### src/rtl/udp_pkg.sv
// -----------------------------------------------------------------------------
// udp_pkg
// Shared definitions for the UDP receive path: FSM state encoding, UDP header
// constants, the byte-enable encoding used on the 32-bit payload bus, and small
// helpers for ones-complement folding and byte masking.
// Used by udp_receiver and udp_chksum_acc (checksum build, UDP_RX_CHKSUM_EN).
// -----------------------------------------------------------------------------
package udp_pkg;

    typedef enum logic [1:0] {
        IDLE = 2'd0,
        HDR1 = 2'd1,
        DATA = 2'd2,
        DROP = 2'd3
    } udp_state_t;

    localparam logic [15:0] UDP_HDR_LEN = 16'd8;
    localparam logic [7:0]  UDP_PROTO   = 8'h11;

    // Byte-enable encoding: number of valid bytes, MSB-aligned, 0 means all 4.
    localparam logic [1:0] BE_4B = 2'b00;
    localparam logic [1:0] BE_1B = 2'b01;
    localparam logic [1:0] BE_2B = 2'b10;
    localparam logic [1:0] BE_3B = 2'b11;

    // Byte count (1..4) remaining in the final beat -> be code.
    function automatic logic [1:0] bytes_to_be(input logic [2:0] n);
        case (n)
            3'd1:    bytes_to_be = BE_1B;
            3'd2:    bytes_to_be = BE_2B;
            3'd3:    bytes_to_be = BE_3B;
            default: bytes_to_be = BE_4B;
        endcase
    endfunction

    // Keeps the valid MSB-aligned bytes of a beat, zeroes the rest.
    function automatic logic [31:0] be_mask(input logic [1:0] be);
        case (be)
            BE_1B:   be_mask = 32'hFF00_0000;
            BE_2B:   be_mask = 32'hFFFF_0000;
            BE_3B:   be_mask = 32'hFFFF_FF00;
            default: be_mask = 32'hFFFF_FFFF;
        endcase
    endfunction

    // Ones-complement fold of a 32-bit running sum. One fold leaves at most
    // 17 bits; adding that carry back cannot carry again.
    function automatic logic [15:0] ones_fold(input logic [31:0] x);
        logic [16:0] t;
        logic [16:0] t2;
        t         = {1'b0, x[31:16]} + {1'b0, x[15:0]};
        t2        = {1'b0, t[15:0]} + {16'b0, t[16]};
        ones_fold = t2[15:0];
    endfunction

endpackage

### src/rtl/udp_receiver_if.sv
// -----------------------------------------------------------------------------
// udp_receiver_if
// Payload stream bundle for the UDP receiver: the IP payload stream going in
// and the UDP payload stream coming out.
//   udp_data_in/udp_be_in/udp_data_in_val/udp_sop_in/udp_eop_in : IP payload
//   udp_data_out/udp_be_out/udp_data_out_val/udp_data_out_eop    : UDP payload
// modport master : source of the IP stream / sink of the UDP stream
// modport slave  : the receiver
// -----------------------------------------------------------------------------
interface udp_receiver_if;

    logic [31:0] udp_data_in;
    logic [1:0]  udp_be_in;
    logic        udp_data_in_val;
    logic        udp_sop_in;
    logic        udp_eop_in;

    logic [31:0] udp_data_out;
    logic [1:0]  udp_be_out;
    logic        udp_data_out_val;
    logic        udp_data_out_eop;

    modport master (
        output udp_data_in, udp_be_in, udp_data_in_val, udp_sop_in, udp_eop_in,
        input  udp_data_out, udp_be_out, udp_data_out_val, udp_data_out_eop
    );

    modport slave (
        input  udp_data_in, udp_be_in, udp_data_in_val, udp_sop_in, udp_eop_in,
        output udp_data_out, udp_be_out, udp_data_out_val, udp_data_out_eop
    );

endinterface

### src/rtl/udp_chksum_acc.sv
// -----------------------------------------------------------------------------
// udp_chksum_acc
// Running 16-bit ones-complement sum over 32-bit beats. Instantiated by
// udp_receiver only when UDP_RX_CHKSUM_EN is defined.
// Ports:
//   clk, rst_n : clock, asynchronous active-low reset
//   clear      : restart the sum (combined with add_en, the beat starts it)
//   add_en     : add this beat
//   data, be   : beat and its byte enable; invalid bytes are added as zero
//   result     : folded sum including the beat presented this cycle
// -----------------------------------------------------------------------------
module udp_chksum_acc
    import udp_pkg::*;
(
    input  logic        clk,
    input  logic        rst_n,
    input  logic        clear,
    input  logic        add_en,
    input  logic [31:0] data,
    input  logic [1:0]  be,
    output logic [15:0] result
);

    logic [31:0] acc_q;
    logic [31:0] acc_next;
    logic [31:0] masked;

    always_comb begin
        masked   = data & be_mask(be);
        acc_next = clear ? 32'd0 : acc_q;
        if (add_en) begin
            acc_next = acc_next + {16'd0, masked[31:16]} + {16'd0, masked[15:0]};
        end
    end

    always_ff @(posedge clk or negedge rst_n) begin
        if (!rst_n) begin
            acc_q <= 32'd0;
        end else begin
            acc_q <= acc_next;
        end
    end

    // Result looks through to acc_next so the decision on the final beat sees it.
    assign result = ones_fold(acc_next);

endmodule

### src/rtl/udp_receiver.sv
// -----------------------------------------------------------------------------
// udp_receiver
// Parses the 8-byte UDP header from a 32-bit IP payload stream, filters on the
// destination port and forwards the UDP payload with one cycle of latency.
// Optional checksum verification is built when UDP_RX_CHKSUM_EN is defined;
// without it the address inputs and the checksum field are ignored.
// Ports:
//   clk, rst_n          : clock, asynchronous active-low reset
//   udp_rx_port_filter  : accepted destination port, 0 accepts all
//   udp_ip_src_addr/dst : IP addresses for the pseudo-header (checksum build)
//   bus (slave)         : IP payload in, UDP payload out (udp_receiver_if)
//   udp_src_port/dst_port/data_length : header fields of current/last packet
//   udp_busy/done/err   : status
// -----------------------------------------------------------------------------
module udp_receiver
    import udp_pkg::*;
(
    input  logic           clk,
    input  logic           rst_n,
    input  logic [15:0]    udp_rx_port_filter,
    input  logic [31:0]    udp_ip_src_addr,
    input  logic [31:0]    udp_ip_dst_addr,
    udp_receiver_if.slave  bus,
    output logic [15:0]    udp_src_port,
    output logic [15:0]    udp_dst_port,
    output logic [15:0]    udp_data_length,
    output logic           udp_busy,
    output logic           udp_done,
    output logic           udp_err
);

    udp_state_t  state_q;
    logic [15:0] remaining_q;
    logic [31:0] data_q;
    logic [1:0]  be_q;
    logic        val_q;
    logic        eop_q;
    logic        done_q;
    logic        err_q;

    logic        in_val;
    logic        in_sop;
    logic        in_eop;
    logic [31:0] in_data;
    logic [15:0] hdr_len;
    logic        last_beat;
    logic        port_mismatch;
    logic        chk_bad;

    assign in_val  = bus.udp_data_in_val;
    assign in_sop  = bus.udp_sop_in;
    assign in_eop  = bus.udp_eop_in;
    assign in_data = bus.udp_data_in;
    assign hdr_len = in_data[31:16];

    assign last_beat     = (remaining_q <= 16'd4);
    assign port_mismatch = (udp_rx_port_filter != 16'd0) &&
                           (udp_dst_port != udp_rx_port_filter);

`ifdef UDP_RX_CHKSUM_EN
    logic [15:0] chk_rx_q;
    logic [15:0] udp_len_q;
    logic [15:0] chk_cur;
    logic [15:0] len_cur;
    logic [15:0] acc_result;
    logic [31:0] pseudo_sum;
    logic [15:0] chk_final;
    logic        acc_clear;
    logic        acc_add;
    logic [1:0]  acc_be;

    // Header word 1 is latched on the same edge that may decide done, so
    // look through to the incoming value while in HDR1.
    assign chk_cur = (state_q == HDR1) ? in_data[15:0] : chk_rx_q;
    assign len_cur = (state_q == HDR1) ? hdr_len : udp_len_q;

    always_comb begin
        acc_clear = in_val && in_sop;
        acc_add   = in_val && (in_sop || state_q == HDR1 || state_q == DATA);
        acc_be    = BE_4B;
        if (in_val && !in_sop && state_q == DATA && last_beat) begin
            acc_be = bytes_to_be(remaining_q[2:0]);
        end
    end

    udp_chksum_acc u_chksum_acc (
        .clk    (clk),
        .rst_n  (rst_n),
        .clear  (acc_clear),
        .add_en (acc_add),
        .data   (in_data),
        .be     (acc_be),
        .result (acc_result)
    );

    assign pseudo_sum = {16'd0, udp_ip_src_addr[31:16]} + {16'd0, udp_ip_src_addr[15:0]} +
                        {16'd0, udp_ip_dst_addr[31:16]} + {16'd0, udp_ip_dst_addr[15:0]} +
                        {24'd0, UDP_PROTO} + {16'd0, len_cur} + {16'd0, acc_result};
    assign chk_final  = ones_fold(pseudo_sum);
    // A zero checksum field means the sender did not compute one.
    assign chk_bad    = (chk_cur != 16'd0) && (chk_final != 16'hFFFF);

    always_ff @(posedge clk or negedge rst_n) begin
        if (!rst_n) begin
            chk_rx_q  <= 16'd0;
            udp_len_q <= 16'd0;
        end else if (in_val && !in_sop && state_q == HDR1) begin
            chk_rx_q  <= in_data[15:0];
            udp_len_q <= hdr_len;
        end
    end
`else
    logic unused_addr;
    assign unused_addr = ^{udp_ip_src_addr, udp_ip_dst_addr};
    assign chk_bad     = 1'b0;
`endif

    always_ff @(posedge clk or negedge rst_n) begin
        if (!rst_n) begin
            state_q         <= IDLE;
            remaining_q     <= 16'd0;
            data_q          <= 32'd0;
            be_q            <= BE_4B;
            val_q           <= 1'b0;
            eop_q           <= 1'b0;
            done_q          <= 1'b0;
            err_q           <= 1'b0;
            udp_src_port    <= 16'd0;
            udp_dst_port    <= 16'd0;
            udp_data_length <= 16'd0;
        end else begin
            val_q  <= 1'b0;
            eop_q  <= 1'b0;
            done_q <= 1'b0;
            err_q  <= 1'b0;
            if (in_val) begin
                if (in_sop) begin
                    // sop outside IDLE aborts the packet in flight and restarts here.
                    udp_src_port <= in_data[31:16];
                    udp_dst_port <= in_data[15:0];
                    err_q        <= (state_q != IDLE);
                    state_q      <= in_eop ? IDLE : HDR1;
                end else begin
                    unique case (state_q)
                        IDLE: begin
                            state_q <= IDLE;
                        end
                        HDR1: begin
                            if (hdr_len < UDP_HDR_LEN || port_mismatch) begin
                                state_q <= in_eop ? IDLE : DROP;
                            end else begin
                                udp_data_length <= hdr_len - UDP_HDR_LEN;
                                remaining_q     <= hdr_len - UDP_HDR_LEN;
                                if (hdr_len == UDP_HDR_LEN) begin
                                    done_q  <= 1'b1;
                                    err_q   <= chk_bad;
                                    state_q <= in_eop ? IDLE : DROP;
                                end else if (in_eop) begin
                                    err_q   <= 1'b1;
                                    state_q <= IDLE;
                                end else begin
                                    state_q <= DATA;
                                end
                            end
                        end
                        DATA: begin
                            val_q  <= 1'b1;
                            data_q <= in_data;
                            if (last_beat) begin
                                be_q        <= bytes_to_be(remaining_q[2:0]);
                                eop_q       <= 1'b1;
                                done_q      <= 1'b1;
                                err_q       <= chk_bad;
                                remaining_q <= 16'd0;
                                // Anything after the UDP length up to eop is IP padding.
                                state_q     <= in_eop ? IDLE : DROP;
                            end else begin
                                remaining_q <= remaining_q - 16'd4;
                                if (in_eop) begin
                                    // Truncated packet: pass the beat as-is and flag it.
                                    be_q    <= bus.udp_be_in;
                                    eop_q   <= 1'b1;
                                    err_q   <= 1'b1;
                                    state_q <= IDLE;
                                end else begin
                                    be_q    <= BE_4B;
                                end
                            end
                        end
                        DROP: begin
                            if (in_eop) begin
                                state_q <= IDLE;
                            end
                        end
                        default: begin
                            state_q <= IDLE;
                        end
                    endcase
                end
            end
        end
    end

    assign bus.udp_data_out     = data_q;
    assign bus.udp_be_out       = be_q;
    assign bus.udp_data_out_val = val_q;
    assign bus.udp_data_out_eop = eop_q;
    assign udp_busy             = (state_q != IDLE);
    assign udp_done             = done_q;
    assign udp_err              = err_q;

endmodule

### src/flat_wrapper.sv
// flat-port wrapper written by rule: the top's interface ports become plain ports
module udp_receiver_flat import udp_pkg::*;
  (clk, rst_n, udp_rx_port_filter, udp_ip_src_addr, udp_ip_dst_addr, udp_src_port, udp_dst_port, udp_data_length, udp_busy, udp_done, udp_err, bus_udp_data_in, bus_udp_be_in, bus_udp_data_in_val, bus_udp_sop_in, bus_udp_eop_in, bus_udp_data_out, bus_udp_be_out, bus_udp_data_out_val, bus_udp_data_out_eop);
  udp_receiver_if bus_i ();
  input  logic clk;
  input  logic rst_n;
  input  logic [15:0] udp_rx_port_filter;
  input  logic [31:0] udp_ip_src_addr;
  input  logic [31:0] udp_ip_dst_addr;
  output logic [15:0] udp_src_port;
  output logic [15:0] udp_dst_port;
  output logic [15:0] udp_data_length;
  output logic udp_busy;
  output logic udp_done;
  output logic udp_err;
  input wire logic [$bits(bus_i.udp_data_in)-1:0] bus_udp_data_in;
  input wire logic [$bits(bus_i.udp_be_in)-1:0] bus_udp_be_in;
  input wire logic [$bits(bus_i.udp_data_in_val)-1:0] bus_udp_data_in_val;
  input wire logic [$bits(bus_i.udp_sop_in)-1:0] bus_udp_sop_in;
  input wire logic [$bits(bus_i.udp_eop_in)-1:0] bus_udp_eop_in;
  output wire logic [$bits(bus_i.udp_data_out)-1:0] bus_udp_data_out;
  output wire logic [$bits(bus_i.udp_be_out)-1:0] bus_udp_be_out;
  output wire logic [$bits(bus_i.udp_data_out_val)-1:0] bus_udp_data_out_val;
  output wire logic [$bits(bus_i.udp_data_out_eop)-1:0] bus_udp_data_out_eop;
  assign bus_i.udp_data_in = bus_udp_data_in;
  assign bus_i.udp_be_in = bus_udp_be_in;
  assign bus_i.udp_data_in_val = bus_udp_data_in_val;
  assign bus_i.udp_sop_in = bus_udp_sop_in;
  assign bus_i.udp_eop_in = bus_udp_eop_in;
  assign bus_udp_data_out = bus_i.udp_data_out;
  assign bus_udp_be_out = bus_i.udp_be_out;
  assign bus_udp_data_out_val = bus_i.udp_data_out_val;
  assign bus_udp_data_out_eop = bus_i.udp_data_out_eop;
  udp_receiver u_core (.clk(clk), .rst_n(rst_n), .udp_rx_port_filter(udp_rx_port_filter), .udp_ip_src_addr(udp_ip_src_addr), .udp_ip_dst_addr(udp_ip_dst_addr), .bus(bus_i), .udp_src_port(udp_src_port), .udp_dst_port(udp_dst_port), .udp_data_length(udp_data_length), .udp_busy(udp_busy), .udp_done(udp_done), .udp_err(udp_err));
endmodule
### config.mk
export PLATFORM = sky130hd
export DESIGN_NAME = udp_receiver_flat
export DESIGN_NICKNAME = d
export VERILOG_FILES = /design/src/rtl/udp_pkg.sv /design/src/rtl/udp_receiver_if.sv /design/src/rtl/udp_chksum_acc.sv /design/src/rtl/udp_receiver.sv /design/src/flat_wrapper.sv
export SDC_FILE = /design/constraint.sdc
export NUM_CORES = 1
export LEC_CHECK = 0
export BUFFER_PORTS_ARGS = -buffer_cell sky130_fd_sc_hd__buf_2
export CORE_ASPECT_RATIO = 0.75
export CORE_MARGIN = 5
export CORE_UTILIZATION = 41
export DETAILED_ROUTE_END_ITERATION = 7
export GPL_TIMING_DRIVEN = 1
export PLACE_DENSITY = 0.73
export SETUP_SLACK_MARGIN = 0.02
export SYNTH_ARGS = -nofsm -noshare
export SYNTH_HDL_FRONTEND = slang
export SYNTH_HIERARCHICAL = 1
export SYNTH_SLANG_ARGS = --single-unit
### constraint.sdc
create_clock -name clk -period 2.5 [get_ports clk]
set_clock_uncertainty 0.2 [all_clocks]
set_input_delay 0.375 -clock clk [delete_from_list [all_inputs] [get_ports clk]]
set_output_delay 0.375 -clock clk [all_outputs]
set_load 0.005 [all_outputs]
[Word level (Yosys, flattened, before mapping)]
Index checks and enable logic that the tools add are counted.
Word-level totals
  register bits: 104
  bits of input ports: 119
  output and inout bits: 87
Cells by class
  $add $sub $neg: 2
  $lt $le $gt $ge: 2
  equal/unequal tests: 9
  muxes and demuxes: 35
  bitwise gates (word level): 2
  reductions and logical operators: 10
Operator list (number)
  16-bit two-way mux: 2
  16-bit one-hot mux with 2 select lines: 1
  1-bit two-way mux: 19
  2-bit two-way mux: 9
  16-bit by 4-bit == test with 1-bit output, second input constant: 1
  16-bit by 3-bit <= comparator with 1-bit output, second input constant: 1
  16-bit by 4-bit < comparator with 1-bit output, second input constant: 1
  16-bit != test: 1
  16-bit nonzero test: 1
  16-bit by 3-bit subtractor with 16-bit output, second input constant: 1
  16-bit by 4-bit subtractor with 16-bit output, second input constant: 1
  2-bit one-hot mux with 4 select lines: 1
  4-bit AND reduction: 2
  3-bit by 2-bit == test with 1-bit output, second input constant: 2
  2-bit one-hot mux with 3 select lines: 1
  2-bit == test, second input constant: 2
  1-bit one-hot mux with 2 select lines: 2
  2-bit nonzero test: 2
  3-bit by 1-bit == test with 1-bit output, second input constant: 1
  3-bit AND reduction: 1
  2-bit by 1-bit == test with 1-bit output, second input constant: 1
  2-bit zero test: 1
  2-bit != test, second input constant: 1
  1-bit NOT: 2
  other kinds (3): 3

[Logic depth before layout (Yosys ltp)]
Gate-level depths: netlist (run 1).
  depth in word-level cells: 7
  depth in mapped cells: 8
  depth with buffers taken out: 8

[Worst setup path after synthesis (run 1)]
Ideal clock, no wire load.
  path type: flip-flop to flip-flop
  start: reg u_core.remaining_q[12]
  end: reg u_core.remaining_q[5]
  arrival time: 2322 ps
  setup slack: -147 ps
  stages on the path, launching flop included: 8
  buffers on the path: 2
  clock period less this slack: 2647 ps
  cells stage by stage: dfrtp_1 > or4_4 > or3_1 > buf_6 > o41ai_4 > buf_6 > o22ai_2 > mux2_4
Between the ends
  cells in the longest elaborated chain, start to end: 3
RTL lines
  from (decl): RTL line udp_receiver.sv:33  | logic [15:0] remaining_q;
  from (signal assigned): RTL line udp_receiver.sv:153  | remaining_q <= hdr_len - UDP_HDR_LEN;
  from (signal assigned): RTL line udp_receiver.sv:178  | remaining_q <= remaining_q - 16'd4;
  16-bit by 3-bit <= comparator with 1-bit output: RTL line udp_receiver.sv:56  | assign last_beat = (remaining_q <= 16'd4);
  16-bit two-way mux: RTL line udp_receiver.sv:169  | if (last_beat) begin
  16-bit one-hot mux with 2 select lines: RTL line udp_receiver.sv:144  | unique case (state_q)
Every way passes these cells.
A chain may end at the register's enable or synchronous reset.

[Worst setup path after layout (run 1)]
  start: reg u_core.remaining_q[12]
  end: reg u_core.remaining_q[7]
The elaborated chain is that of the path after synthesis.

==> results of run 1 <==
## synth_stat cells, types with 2 or more instances
| cell | instances | area share |
|---|---|---|
| dfrtp_1 | 104 | 0.53 |
| mux2_2 | 58 | 0.13 |
| nand2_1 | 40 | 0.031 |
| o21ai_0 | 30 | 0.031 |
| inv_1 | 27 | 0.021 |
| nor2_1 | 27 | 0.021 |
| xor2_1 | 21 | 0.037 |
| clkbuf_1 | 12 | 0.0092 |
| nor4_1 | 12 | 0.015 |
| a21oi_1 | 11 | 0.011 |
| o2bb2ai_1 | 11 | 0.020 |
| ha_1 | 7 | 0.018 |
| nor3_1 | 7 | 0.0071 |
| o32ai_1 | 7 | 0.012 |
| xnor2_1 | 6 | 0.011 |
| a22oi_1 | 4 | 0.0061 |
| nand4_1 | 4 | 0.0051 |
| o22ai_1 | 4 | 0.0051 |
| or3_1 | 4 | 0.0051 |
| a31oi_1 | 3 | 0.0038 |
| buf_1 | 3 | 0.0023 |
| buf_2 | 3 | 0.0031 |
| nand3_1 | 3 | 0.0031 |
| or2_2 | 3 | 0.0038 |
| or4_1 | 3 | 0.0046 |
| buf_6 | 2 | 0.0046 |
| nand2b_1 | 2 | 0.0025 |
| nand3b_1 | 2 | 0.0031 |
| or4_2 | 2 | 0.0036 |
## metrics by stage
| stage | hold WS [ps] | area, um^2 |
|---|---|---|
| after detailed placement | 214 | 6050 |
| after floorplan | -121 | 4930 |
| after CTS | 51.7 | 6360 |
| after global routing | 57.0 | 6510 |
| after global placement | 200 | 6050 |
| final | 64.6 | 6510 |
## cell type report
type                    instances  area share
clock buffers                   9      0.0346
well taps                     162      0.0311
clock inverters                 7     0.00865
multi-input cells             289       0.347
repair buffers                182       0.163
flip-flops and latches        104       0.400
inverters                      27      0.0156
## state kept, by name, summed over array words and instances (netlist names)
signal,flops
u_core/bus.udp_be_out,2
u_core/remaining_q,16
u_core/state_q,2
u_core/udp_data_length,16
u_core/bus.udp_data_out,32
u_core/udp_err,1
u_core/udp_done,1
u_core/udp_dst_port,16
u_core/bus.udp_data_out_eop,1
u_core/bus.udp_data_out_val,1
u_core/udp_src_port,16
## final timing paths
| kind | endpoint | slack (ps) | depth (start not counted) |
|---|---|---|---|
| max | u_core/remaining_q[7] | -7 | 7 |
| min | u_core/bus.udp_data_out[9] | 60 | 2 |
| max reg2reg | u_core/remaining_q[7] | -7 | 7 |
| min reg2reg | u_core/udp_data_length[4] | 280 | 2 |
| max in group asynchronous | u_core/udp_data_length[15] | 1090 | 3 |
| min in group asynchronous | u_core/bus.udp_data_out[7] | 350 | 2 |
## per-layer routing
metal,vias to the layer above,share of wire
li1,1899,-
met1,2025,0.42
met2,121,0.50
met3,16,0.069
met4,0,0.013
met5,-,0
## repair_timing
| action | in CTS | in global routing |
|---|---|---|
| hold endpoints to repair | 39 | 0 |
| buffers inserted | 2 | 3 |
| resized for setup | 5 | 28 |
| hold buffers | 1 | 0 |
| pin swaps | 0 | 19 |
| endpoints found under the setup margin | 20 | 21 |
## cell families (layout without fill, tap and decap cells)
logic type	count (synthesis)	count (layout)
mux	60	60
fa+ha+maj	7	7
flops	104	104
compound gates	79	79
xor+xnor	27	27
buf+inv	47	225
simple gates	116	116
## worst max-delay path: cells and delay by family, from the launching register on
| family | cells | cell delay [ps] |
|---|---|---|
| AND/OR/NAND/NOR | 3 | 1060 |
| flip-flops | 1 | 380 |
| buffers and inverters | 1 | 220 |
| AO/OA/AOI/OAI | 3 | 530 |
## power breakdown
part           switching (uW)  internal, uW  total (uW)
combinational             379           393         772
clock                     659           686        1350
sequential                137          1890        2030
==> impl_metrics.toml, run 1 <==
[cells_and_area]
fin_cells = 780
syn_to_final_growth_pct = 32.3
fillCellCount = 1020
final_common_cell = "buf_2"
diodes = 0
multi_input_area_um2 = 2260
post-route-util = 0.558
drive_above_1_share = 0.476
regArea_um2 = 2600
finalNetCount = 739
final_cell_mix = "buf_2 (140), dfrtp_1 (104), mux2_2 (58)"

[clocking]
clock-sinks = 104
cts_tree = "built"
clock_latency_ps = 350
cts_buffer_depth = 2
cts-buffers-inserted = 9
root_buffer = "clkbuf_16"
htreeDepth = 3
clk_pin_slew_worst_paths_ps = 70

[worst_setup_path]
critPathLaunchType = "flop"
crit_chain = "or4_4 -> or3_4 -> o41ai_4 -> buf_4 -> nand3b_1 -> o21ai_2 -> o2bb2ai_1"
endpoint_kind = "flop"
critPathRequiredTime_ps = 2530
crit_slowest_cell = "or4_4"
worstPathMaxFanout = 6
cp.arrival_ps = 2540
cp_slowest_stage_delay_ps = 540
rr_startpoint = "u_core/remaining_q[12]"
critPathLaunch = "u_core/remaining_q[12]"
setup.worst_path.class = "flop to flop"

[global_routing]
grt_use_met2 = 0.319
grt_pass1_wl_um = 22300
grtUsageMet3 = 0.0653
use_met1 = 0.248
grt_antenna_before_repair = 0
grt_pass1_vias = 4392
grt_max_degree = 43
busiest_layer = "met2"
grt-ovfl-total = 0
track_usage = 0.195

[placement]
gp_congestion = 0.838
pre_cts_ws_ps = -74.1
portBuffers = 141
dp_hpwl_um = 10200
dp_cells = 758

[power]
p_leak_uw = 0.00323
powerDensity_nw_per_um2 = 638
power.total_uw = 4150
vdd_drop_max_v = 0.000495

[synth]
yosys.area_share.simple = 0.119
synthCells = 440
synth-xor-area-share = 0.0481
synth_top_family_by_area = "multiplexers"
ys_seq_elements = 104
ys_types = 47
yosys_warnings = 6
synth_edf_count = 0
synthAdderAreaFrac = 0.0178
synth_compound_area_frac = 0.109
postSynth.asyncResetShare = 1.00
synth.avg_cell_area_um2 = 11.2
ys.flop_type = "dfrtp_1"
synthMuxAreaShare = 0.138
ys_seq_area_frac = 0.529
synth_area_um2 = 4920
syn_nets = 566

[sta]
final-max-slew-violation-count = 0
tightest_slew_ps = 576
setup_slack_ps = -7.32
min_period_ps = 2510
tns_ps = -7.32
fmax_mhz = 399
finalSetupViolations = 1
hold_violations = 0
maxSlewHeadroom = 0.616
post-route-period-util = 1.00
rsz0062_at_grt = "yes"

[floorplan]
start_util = 0.422
die_y_um = 105
core-area_um2 = 11700
io-pin-count = 206
row_count = 34
die-area_um2 = 14300
dieWidth_um = 136

[drt]
drt_pass1_iterations = 5
drc = 0
wl_per_cell_um = 17.5
ant_nets = 0
via_count = 4061
drt_iter0_drc = 278
viasPerCell = 5.21
totalWireLength_um = 13600

[flow_run]
max_cap_viol_count = 0

[outcome]
status = "complete, but fails checks"
violations = "negative setup slack"

[min_path]
min_path_type = "primary input to flop"
hold_path_startpoint = "bus_udp_data_in[9]"
No activity file was read; power rests on OpenSTA's default activity.
==> inputs of run 2 (changes only) <==
--- a/config.mk
+++ b/config.mk
@@ -6,7 +6,7 @@
 export NUM_CORES = 1
 export LEC_CHECK = 0
 export BUFFER_PORTS_ARGS = -buffer_cell sky130_fd_sc_hd__buf_2
-export CORE_ASPECT_RATIO = 0.75
+export CORE_ASPECT_RATIO = 0.6
 export CORE_MARGIN = 5
 export CORE_UTILIZATION = 41
 export DETAILED_ROUTE_END_ITERATION = 7
==> constraint.sdc (replaced) <==
create_clock -name clk -period 2.1 [get_ports clk]
set_clock_uncertainty 0.2 [all_clocks]
set_input_delay 0.315 -clock clk [delete_from_list [all_inputs] [get_ports clk]]
set_output_delay 0.315 -clock clk [all_outputs]
set_load 0.005 [all_outputs]
==> run 2 against run 1 <==
The flow still finishes with violations (negative setup slack). Sequential power rose by 19%. Global-route usage rose by 3.1 points. Worst hold slack got worse by 59 ps.
==> impl_metrics.toml, run 2 (synthesis gave the netlist of run 1 again) <==
[global_routing]
grt_pass1_wl_um = 25100
grt-ovfl-total = 0
grt_pass1_vias = 4668
grt_antenna_before_repair = 0
track_usage = 0.226
grt_max_degree = 48

[floorplan]
io-pin-count = 206
start_util = 0.413
core-area_um2 = 11900
die-area_um2 = 14400
row_count = 31
die_y_um = 94.9
dieWidth_um = 151

[worst_setup_path]
rr_startpoint = "u_core/remaining_q[12]"
r2r_slack_ps = -420
critPathRequiredTime_ps = 2120
crit_slowest_cell = "or4_4"
critPathLaunchType = "flop"
r2r_end = "u_core/remaining_q[11]"
reg2reg_depth = 7
cp_slowest_stage_delay_ps = 540
crit_chain = "or4_4 -> or3_4 -> o41ai_4 -> buf_4 -> nor2_1 -> a21oi_1 -> o2bb2ai_1"
setup.worst_path.class = "flop to flop"
endpoint_kind = "flop"
worstPathMaxFanout = 10
cp.arrival_ps = 2550

[drt]
totalWireLength_um = 16200
wl_per_cell_um = 19.4
via_count = 4515
ant_nets = 0
drt_iter0_drc = 351
viasPerCell = 5.41
drc = 0
drt_pass1_iterations = 5

[power]
powerDensity_nw_per_um2 = 726
vdd_drop_max_v = 0.000528
power.total_uw = 5250
p_leak_uw = 0.00360

[sta]
final-max-slew-violation-count = 0
min_period_ps = 2520
fmax_mhz = 396
maxSlewHeadroom = 0.682
tightest_slew_ps = 477
finalSetupViolations = 39
tns_ps = -11050
post-route-period-util = 1.20
hold_violations = 0
rsz0062_at_grt = "yes"
setup_slack_ps = -422

[cells_and_area]
finalNetCount = 791
drive_above_1_share = 0.551
final_cell_mix = "buf_2 (140), dfrtp_1 (103), buf_4 (72)"
final_common_cell = "buf_2"
largest_reg_flops = 32
diodes = 0
post-route-util = 0.607
syn_to_final_growth_pct = 47.0

[clocking]
cts_tree = "built"
clk_pin_slew_worst_paths_ps = 80
clock-sinks = 104
htreeDepth = 3
cts-buffers-inserted = 9
root_buffer = "clkbuf_16"
cts_buffer_depth = 2
clock_latency_ps = 360

[placement]
pre_cts_ws_ps = -414
portBuffers = 141
dp_hpwl_um = 11200
gp_congestion = 0.943

[min_path]
min_path_type = "primary input to flop"
hold_path_startpoint = "bus_udp_data_in[3]"
whs_endpoint = "u_core/udp_dst_port[3]"
hold_depth = 2

[outcome]
violations = "negative setup slack"
status = "complete, but fails checks"

[flow_run]
max_cap_viol_count = 0
run 2: through the flow:
stage / std cells / hold WS (ps) / area (um^2)
CTS: 834 / 1.13 / 7070
finish: 835 / 5.65 / 7230
detailed placement: 802 / 114 / 6380
global route: 835 / 8.25 / 7230
global placement: 802 / 111 / 6380
floorplan: 440 / -181 / 4950
run 2: layer usage:
metal	vias up	global-route usage	wire length [um]
li1	2003	-	-
met1	2252	0.312	6980
met2	223	0.347	7540
met3	37	0.0600	1290
met4	0	0.0762	394
met5	-	0	0
run 2: where the power goes:
group	total (uW)	switching [uW]	internal, uW	leakage, uW
clock network	1770	817	950	0.000153
logic	1070	511	558	0.00214
registers	2410	160	2250	0.00131
total	5250	1490	3760	0.00360
run 2: critical path, delay by kind of cell (launching register included):
| kind | cells | cell delay (ps) |
|---|---|---|
| AO/OA/AOI/OAI | 3 | 570 |
| flip-flops | 1 | 390 |
| AND/OR/NAND/NOR | 3 | 1010 |
| buffers and inverters | 1 | 230 |
run 2: cell type report:
class                           instances  area, um^2
Clock buffer                            9         225
Inverter                               27         101
Multi-Input combinational cell        289        2400
Tap cell                              165         206
Sequential cell                       104        2600
Fill cell                             913        4680
Timing Repair Buffer                  234        1600
Clock inverter                          7        90.1
run 2: how the worst max path moves through the flow:
stage | to | slack (ps) | from | cells after the start
finish | u_core/remaining_q[11] | -420 | u_core/remaining_q[12] | 7
global route | u_core/remaining_q[5] | -480 | u_core/remaining_q[12] | 6
CTS | u_core/remaining_q[15] | -370 | u_core/remaining_q[12] | 5
detailed placement | u_core/remaining_q[15] | -410 | u_core/remaining_q[12] | 5
global placement | u_core/remaining_q[15] | -390 | u_core/remaining_q[12] | 5
floorplan | u_core/remaining_q[5] | -420 | u_core/remaining_q[12] | 7
run 2: what timing repair did:
item,4_1_cts,5_1_grt
hold buffers,3,1
hold endpoints to repair,37,1
endpoints found under the setup margin,39,39
buffers inserted,8,1
resized for setup,55,37
pin swaps,24,11
cloned,5,1
